### config.mk
export PLATFORM = sky130hd
export DESIGN_NAME = e203_subsys_rst_seq
export DESIGN_NICKNAME = d
export VERILOG_FILES = /design/src/rtl/e203_rst_seq_pkg.sv /design/src/rtl/e203_rst_seq_dly_cnt.sv /design/src/rtl/e203_subsys_rst_seq.sv
export SDC_FILE = /design/constraint.sdc
export NUM_CORES = 1
export LEC_CHECK = 0
export BUFFER_PORTS_ARGS = -buffer_cell sky130_fd_sc_hd__buf_4
export CORE_MARGIN = 4
export CORE_UTILIZATION = 56
export CTS_CLUSTER_DIAMETER = 80
export DETAILED_ROUTE_END_ITERATION = 6
export GPL_TIMING_DRIVEN = 0
export HOLD_SLACK_MARGIN = 0.02
export PLACE_DENSITY = 0.76
export SETUP_SLACK_MARGIN = 0.3
export SYNTH_ARGS = -nofsm -noshare
export SYNTH_HDL_FRONTEND = slang
export SYNTH_SLANG_ARGS = --single-unit
### constraint.sdc
create_clock -name clk -period 5.1 [get_ports clk]
set_clock_uncertainty 0.1 [all_clocks]
set_input_delay 1.275 -clock clk [delete_from_list [all_inputs] [get_ports clk]]
set_output_delay 1.275 -clock clk [all_outputs]
set_load 0.01 [all_outputs]
### src/rtl/e203_rst_seq_pkg.sv
// Shared types and defaults for the subsystem reset sequencer.
//   rst_state_e : sequencer FSM states (3-bit encoding)
//   DEF_*       : default timing parameters
package e203_rst_seq_pkg;

  typedef enum logic [2:0] {
    ST_HOLD        = 3'd0,
    ST_REL_BUS     = 3'd1,
    ST_REL_CORE    = 3'd2,
    ST_RUN         = 3'd3,
    ST_SOFT_PERIPH = 3'd4,
    ST_SOFT_CORE   = 3'd5,
    ST_SOFT_HOLD   = 3'd6
  } rst_state_e;

  localparam int DEF_STAGE_DLY = 16;
  localparam int DEF_SOFT_HOLD = 8;
  localparam int DEF_DLY_W     = 8;

endpackage

### src/rtl/e203_rst_seq_dly_cnt.sv
// Delay counter for the reset sequencer.
//   clk, rst_n : clock, async active-low reset
//   clr        : zero the count (wins over en)
//   en         : count up by one
//   tc         : terminal count (limit-1)
//   done       : high while enabled and count == tc
module e203_rst_seq_dly_cnt #(
  parameter int DLY_W = 8
) (
  input  logic             clk,
  input  logic             rst_n,
  input  logic             clr,
  input  logic             en,
  input  logic [DLY_W-1:0] tc,
  output logic             done
);

  logic [DLY_W-1:0] cnt_q, cnt_d;

  always_comb begin
    cnt_d = cnt_q;
    if (clr)     cnt_d = '0;
    else if (en) cnt_d = cnt_q + DLY_W'(1);
  end

  always_ff @(posedge clk or negedge rst_n) begin
    if (!rst_n) cnt_q <= '0;
    else        cnt_q <= cnt_d;
  end

  assign done = en && (cnt_q == tc);

endmodule

### src/rtl/e203_subsys_rst_seq.sv
// Subsystem reset sequencer. Releases bus, core, peripheral resets in order
// with STAGE_DLY spacing; a soft-reset request re-asserts them in reverse
// order, holds for SOFT_HOLD cycles, then re-runs the release.
//   clk           : HCLK
//   rst_n_a       : synchronized global reset, async assert, active-low
//   test_mode     : DFT bypass, reset outputs follow rst_n_a directly
//   soft_rst_req  : one-cycle request, only honoured in RUN
//   soft_rst_ack  : one-cycle pulse when a soft reset completes
//   seq_busy      : FSM not in RUN
//   bus_rst_n, core_rst_n, periph_rst_n : staged active-low resets
module e203_subsys_rst_seq
  import e203_rst_seq_pkg::*;
#(
  parameter int STAGE_DLY = DEF_STAGE_DLY,
  parameter int SOFT_HOLD = DEF_SOFT_HOLD,
  parameter int DLY_W     = DEF_DLY_W
) (
  input  logic clk,
  input  logic rst_n_a,
  input  logic test_mode,
  input  logic soft_rst_req,
  output logic soft_rst_ack,
  output logic seq_busy,
  output logic bus_rst_n,
  output logic core_rst_n,
  output logic periph_rst_n
);

  localparam logic [DLY_W-1:0] STAGE_TC = DLY_W'(STAGE_DLY - 1);
  localparam logic [DLY_W-1:0] HOLD_TC  = DLY_W'(SOFT_HOLD - 1);

  rst_state_e       state_q, state_d;
  logic             soft_q, soft_d;
  logic             bus_q, bus_d, core_q, core_d, periph_q, periph_d;
  logic             ack_q, ack_d, busy_q, busy_d;
  logic             cnt_en, cnt_clr, cnt_done, enter_run;
  logic [DLY_W-1:0] cnt_tc;

  e203_rst_seq_dly_cnt #(.DLY_W(DLY_W)) u_dly_cnt (
    .clk   (clk),
    .rst_n (rst_n_a),
    .clr   (cnt_clr),
    .en    (cnt_en),
    .tc    (cnt_tc),
    .done  (cnt_done)
  );

  always_comb begin
    state_d = state_q;
    soft_d  = soft_q;
    cnt_en  = 1'b1;
    cnt_tc  = STAGE_TC;
    case (state_q)
      ST_HOLD:        if (cnt_done) state_d = ST_REL_BUS;
      ST_REL_BUS:     if (cnt_done) state_d = ST_REL_CORE;
      ST_REL_CORE:    if (cnt_done) state_d = ST_RUN;
      ST_RUN: begin
        cnt_en = 1'b0;
        if (soft_rst_req) begin
          state_d = ST_SOFT_PERIPH;
          soft_d  = 1'b1;
        end
      end
      ST_SOFT_PERIPH: if (cnt_done) state_d = ST_SOFT_CORE;
      ST_SOFT_CORE:   if (cnt_done) state_d = ST_SOFT_HOLD;
      ST_SOFT_HOLD: begin
        cnt_tc = HOLD_TC;
        if (cnt_done) state_d = ST_HOLD;
      end
      default: begin
        cnt_en  = 1'b0;
        state_d = ST_HOLD;
      end
    endcase

    // every state entry restarts the delay count
    cnt_clr   = (state_d != state_q);
    enter_run = (state_d == ST_RUN) && (state_q != ST_RUN);
    // ack only for a soft-initiated release; flag consumed on the same edge
    ack_d     = enter_run && soft_q;
    if (enter_run) soft_d = 1'b0;

    // outputs decoded from the next state so they switch with the state flop
    bus_d    = (state_d == ST_REL_BUS) || (state_d == ST_REL_CORE) ||
               (state_d == ST_RUN) || (state_d == ST_SOFT_PERIPH) ||
               (state_d == ST_SOFT_CORE);
    core_d   = (state_d == ST_REL_CORE) || (state_d == ST_RUN) ||
               (state_d == ST_SOFT_PERIPH);
    periph_d = (state_d == ST_RUN);
    busy_d   = (state_d != ST_RUN);
  end

  always_ff @(posedge clk or negedge rst_n_a) begin
    if (!rst_n_a) begin
      state_q  <= ST_HOLD;
      soft_q   <= 1'b0;
      bus_q    <= 1'b0;
      core_q   <= 1'b0;
      periph_q <= 1'b0;
      ack_q    <= 1'b0;
      busy_q   <= 1'b1;
    end else begin
      state_q  <= state_d;
      soft_q   <= soft_d;
      bus_q    <= bus_d;
      core_q   <= core_d;
      periph_q <= periph_d;
      ack_q    <= ack_d;
      busy_q   <= busy_d;
    end
  end

  // DFT bypass sits after the registers; FSM status outputs stay sequenced
  assign bus_rst_n    = test_mode ? rst_n_a : bus_q;
  assign core_rst_n   = test_mode ? rst_n_a : core_q;
  assign periph_rst_n = test_mode ? rst_n_a : periph_q;
  assign soft_rst_ack = ack_q;
  assign seq_busy     = busy_q;

endmodule

==> impl_metrics.ini <==
[cts]
cts_tree = done
insertion_delay_ps = 290
cts_max_level = 1
clkTransAtPathRegs_ps = 90
max-clock-path-buffers = 2
post_cts_resized = 0
clock_sinks = 17
post_cts_buffers = 0
hold_buffers = 0
root_buffer = clkbuf_4
cts_made_buffers = 3

[die]
io_pins = 9
initial_core_util = 0.602
core_area_um2 = 1540
die_x_um = 48.7
fp.dieH_um = 48.7
rows = 14
die-area_um2 = 2370

[grt]
grt_start_max_net_pins = 19
grtUsageTotal = 0.159
grt_pass1_vias = 678
antenna_found_initial = 0
grt_pass1_wl_um = 3030
overflow = 0

[cells_and_area]
final_nets = 112
fillers = 130
fin_util = 0.671
drive_above_1_share = 0.179
syn2layout_area_growth_pct = 11.5
seqCellArea_um2 = 427
antenna_cells = 0
multi_input_area_um2 = 453

[critical_path]
crit_path_start_kind = primary input
cp_max_fo = 18
required_ps = 3720
setup.worst_path.class = primary input to output port
endpoint_kind = output port
cp.arrival_ps = 1840
crit_start = rst_n_a
reg2reg_from = u_dly_cnt.cnt_q[0]

[logic_synthesis]
syn_area_um2 = 928
synth.avg_cell_area_um2 = 9.88
synthDistinctLibCells = 38
synthArstFlopShare = 1.00
synth_ff_type = dfrtp_1
ys_seq_area_frac = 0.460
synth_nets = 99
syn_inst = 94
synth_edf_count = 0
yosysWarnings = 0
synth-seq-cells = 17

[timing]
tightest_slew_ps = 524
finalCriticalPeriod_ps = 3220
timing.final.crit_share = 0.631
rsz0062_at_grt = no
slew_violations = 0
hold_ws_ps = 477
setup_tns_ps = 0
setup_viol = 0
report.final.hold_viol_count = 0
slew_headroom = 0.646
fmax_mhz = 311

[placed_design]
place.port_buffers = 8
place_congestion = 0.805
hpwl_um = 1300

[pwr]
power.density_nw_per_um2 = 213
power.total_mw = 0.220
leakage_nw = 0.453
peakVddDrop_uv = 157

[worst_hold_path]
hp-start = soft_q
hold_path_class = flop to flop

[drt]
routedWlPerCell_um = 14.2
viasPerCell = 6.14
first_iter_violations = 16
route.detailed.drc = 0
via_count = 749
wl_um = 1740
dr.pass1.iters = 4
antenna_left = 0

[job]
maxCapViolations = 0

[status]
status = complete, no violations
[path summary, 6_finish.rpt]
kind | to | slack (ps) | depth (start not counted)
setup / recovery | periph_rst_n | 1880 | 4
hold / removal | soft_q | 480 | 2
setup reg to reg | u_dly_cnt.cnt_q[2] | 3140 | 4
hold reg to reg | soft_q | 480 | 2
max in group asynchronous | seq_busy | 3920 | 1
min in group asynchronous | soft_rst_ack | 730 | 1
[cell type report]
cell class	count	area share
Tap cell	16	0.0193
Timing Repair Buffer	8	0.0580
Multi-Input combinational cell	67	0.438
Clock buffer	4	0.0254
Sequential cell	17	0.412
Inverter	6	0.0218
Buffer	4	0.0254
[layer usage]
layer	vias to the layer above	wire length, µm	global-route usage
li1	377	-	-
met5	-	0	0
met1	359	923	0.230
met3	6	44	0.0307
met2	7	746	0.235
met4	0	22	0.0538
[cell usage after synthesis (all sizes together) (3+ instances only)]
cell   count  area (µm²)
a21oi      7        35.0
a31oi      5        31.3
dfrtp     16         400
inv        6        22.5
nand2      8        30.0
nand4      3        18.8
nor2       3        11.3
nor2b      3        18.8
o21ai      9        45.0
or3        4        26.3
[power by group]
part	total (mW)	internal [mW]	leakage, nW	switching, mW
logic	0.0146	0.00637	0.228	0.00818
clock network	0.0706	0.0304	0.0150	0.0402
registers	0.135	0.135	0.210	0
[logic make-up after synthesis]
family	synth area share
simple gates	0.182
fa+ha+maj	0.0135
compound gates	0.251
mux	0.0229
flops	0.460
buf+inv	0.0526
xor+xnor	0.0189
[through the flow]
stage | setup WS, ps | area, µm² | instances
floorplan | 2170 | 928 | 94
global placement | 1890 | 1010 | 118
detailed placement | 1850 | 1010 | 118
CTS | 1850 | 1030 | 122
global route | 1780 | 1030 | 122
finish | 1880 | 1030 | 122
[flip-flops by register name, summed over array words and instances, names as in the netlist]
register	count
bus_q	1
core_q	1
state_q	3
periph_q	1
seq_busy	1
soft_q	1
u_dly_cnt.cnt_q	8
soft_rst_ack	1
[critical path, cell delays in order]
cell and delay [ps]:
buf_4 220, nand2_1 110, o21ai_0 90, buf_4 140
[placed cells by master (no fill, tap or decap), types with 5 or more instances in the layout]
cell type,n
dfrtp_1,16
a21oi_1,7
a31oi_1,5
nand2_1,8
inv_1,6
o21ai_0,9
buf_4,9
Power figures use the tool's default switching activity.
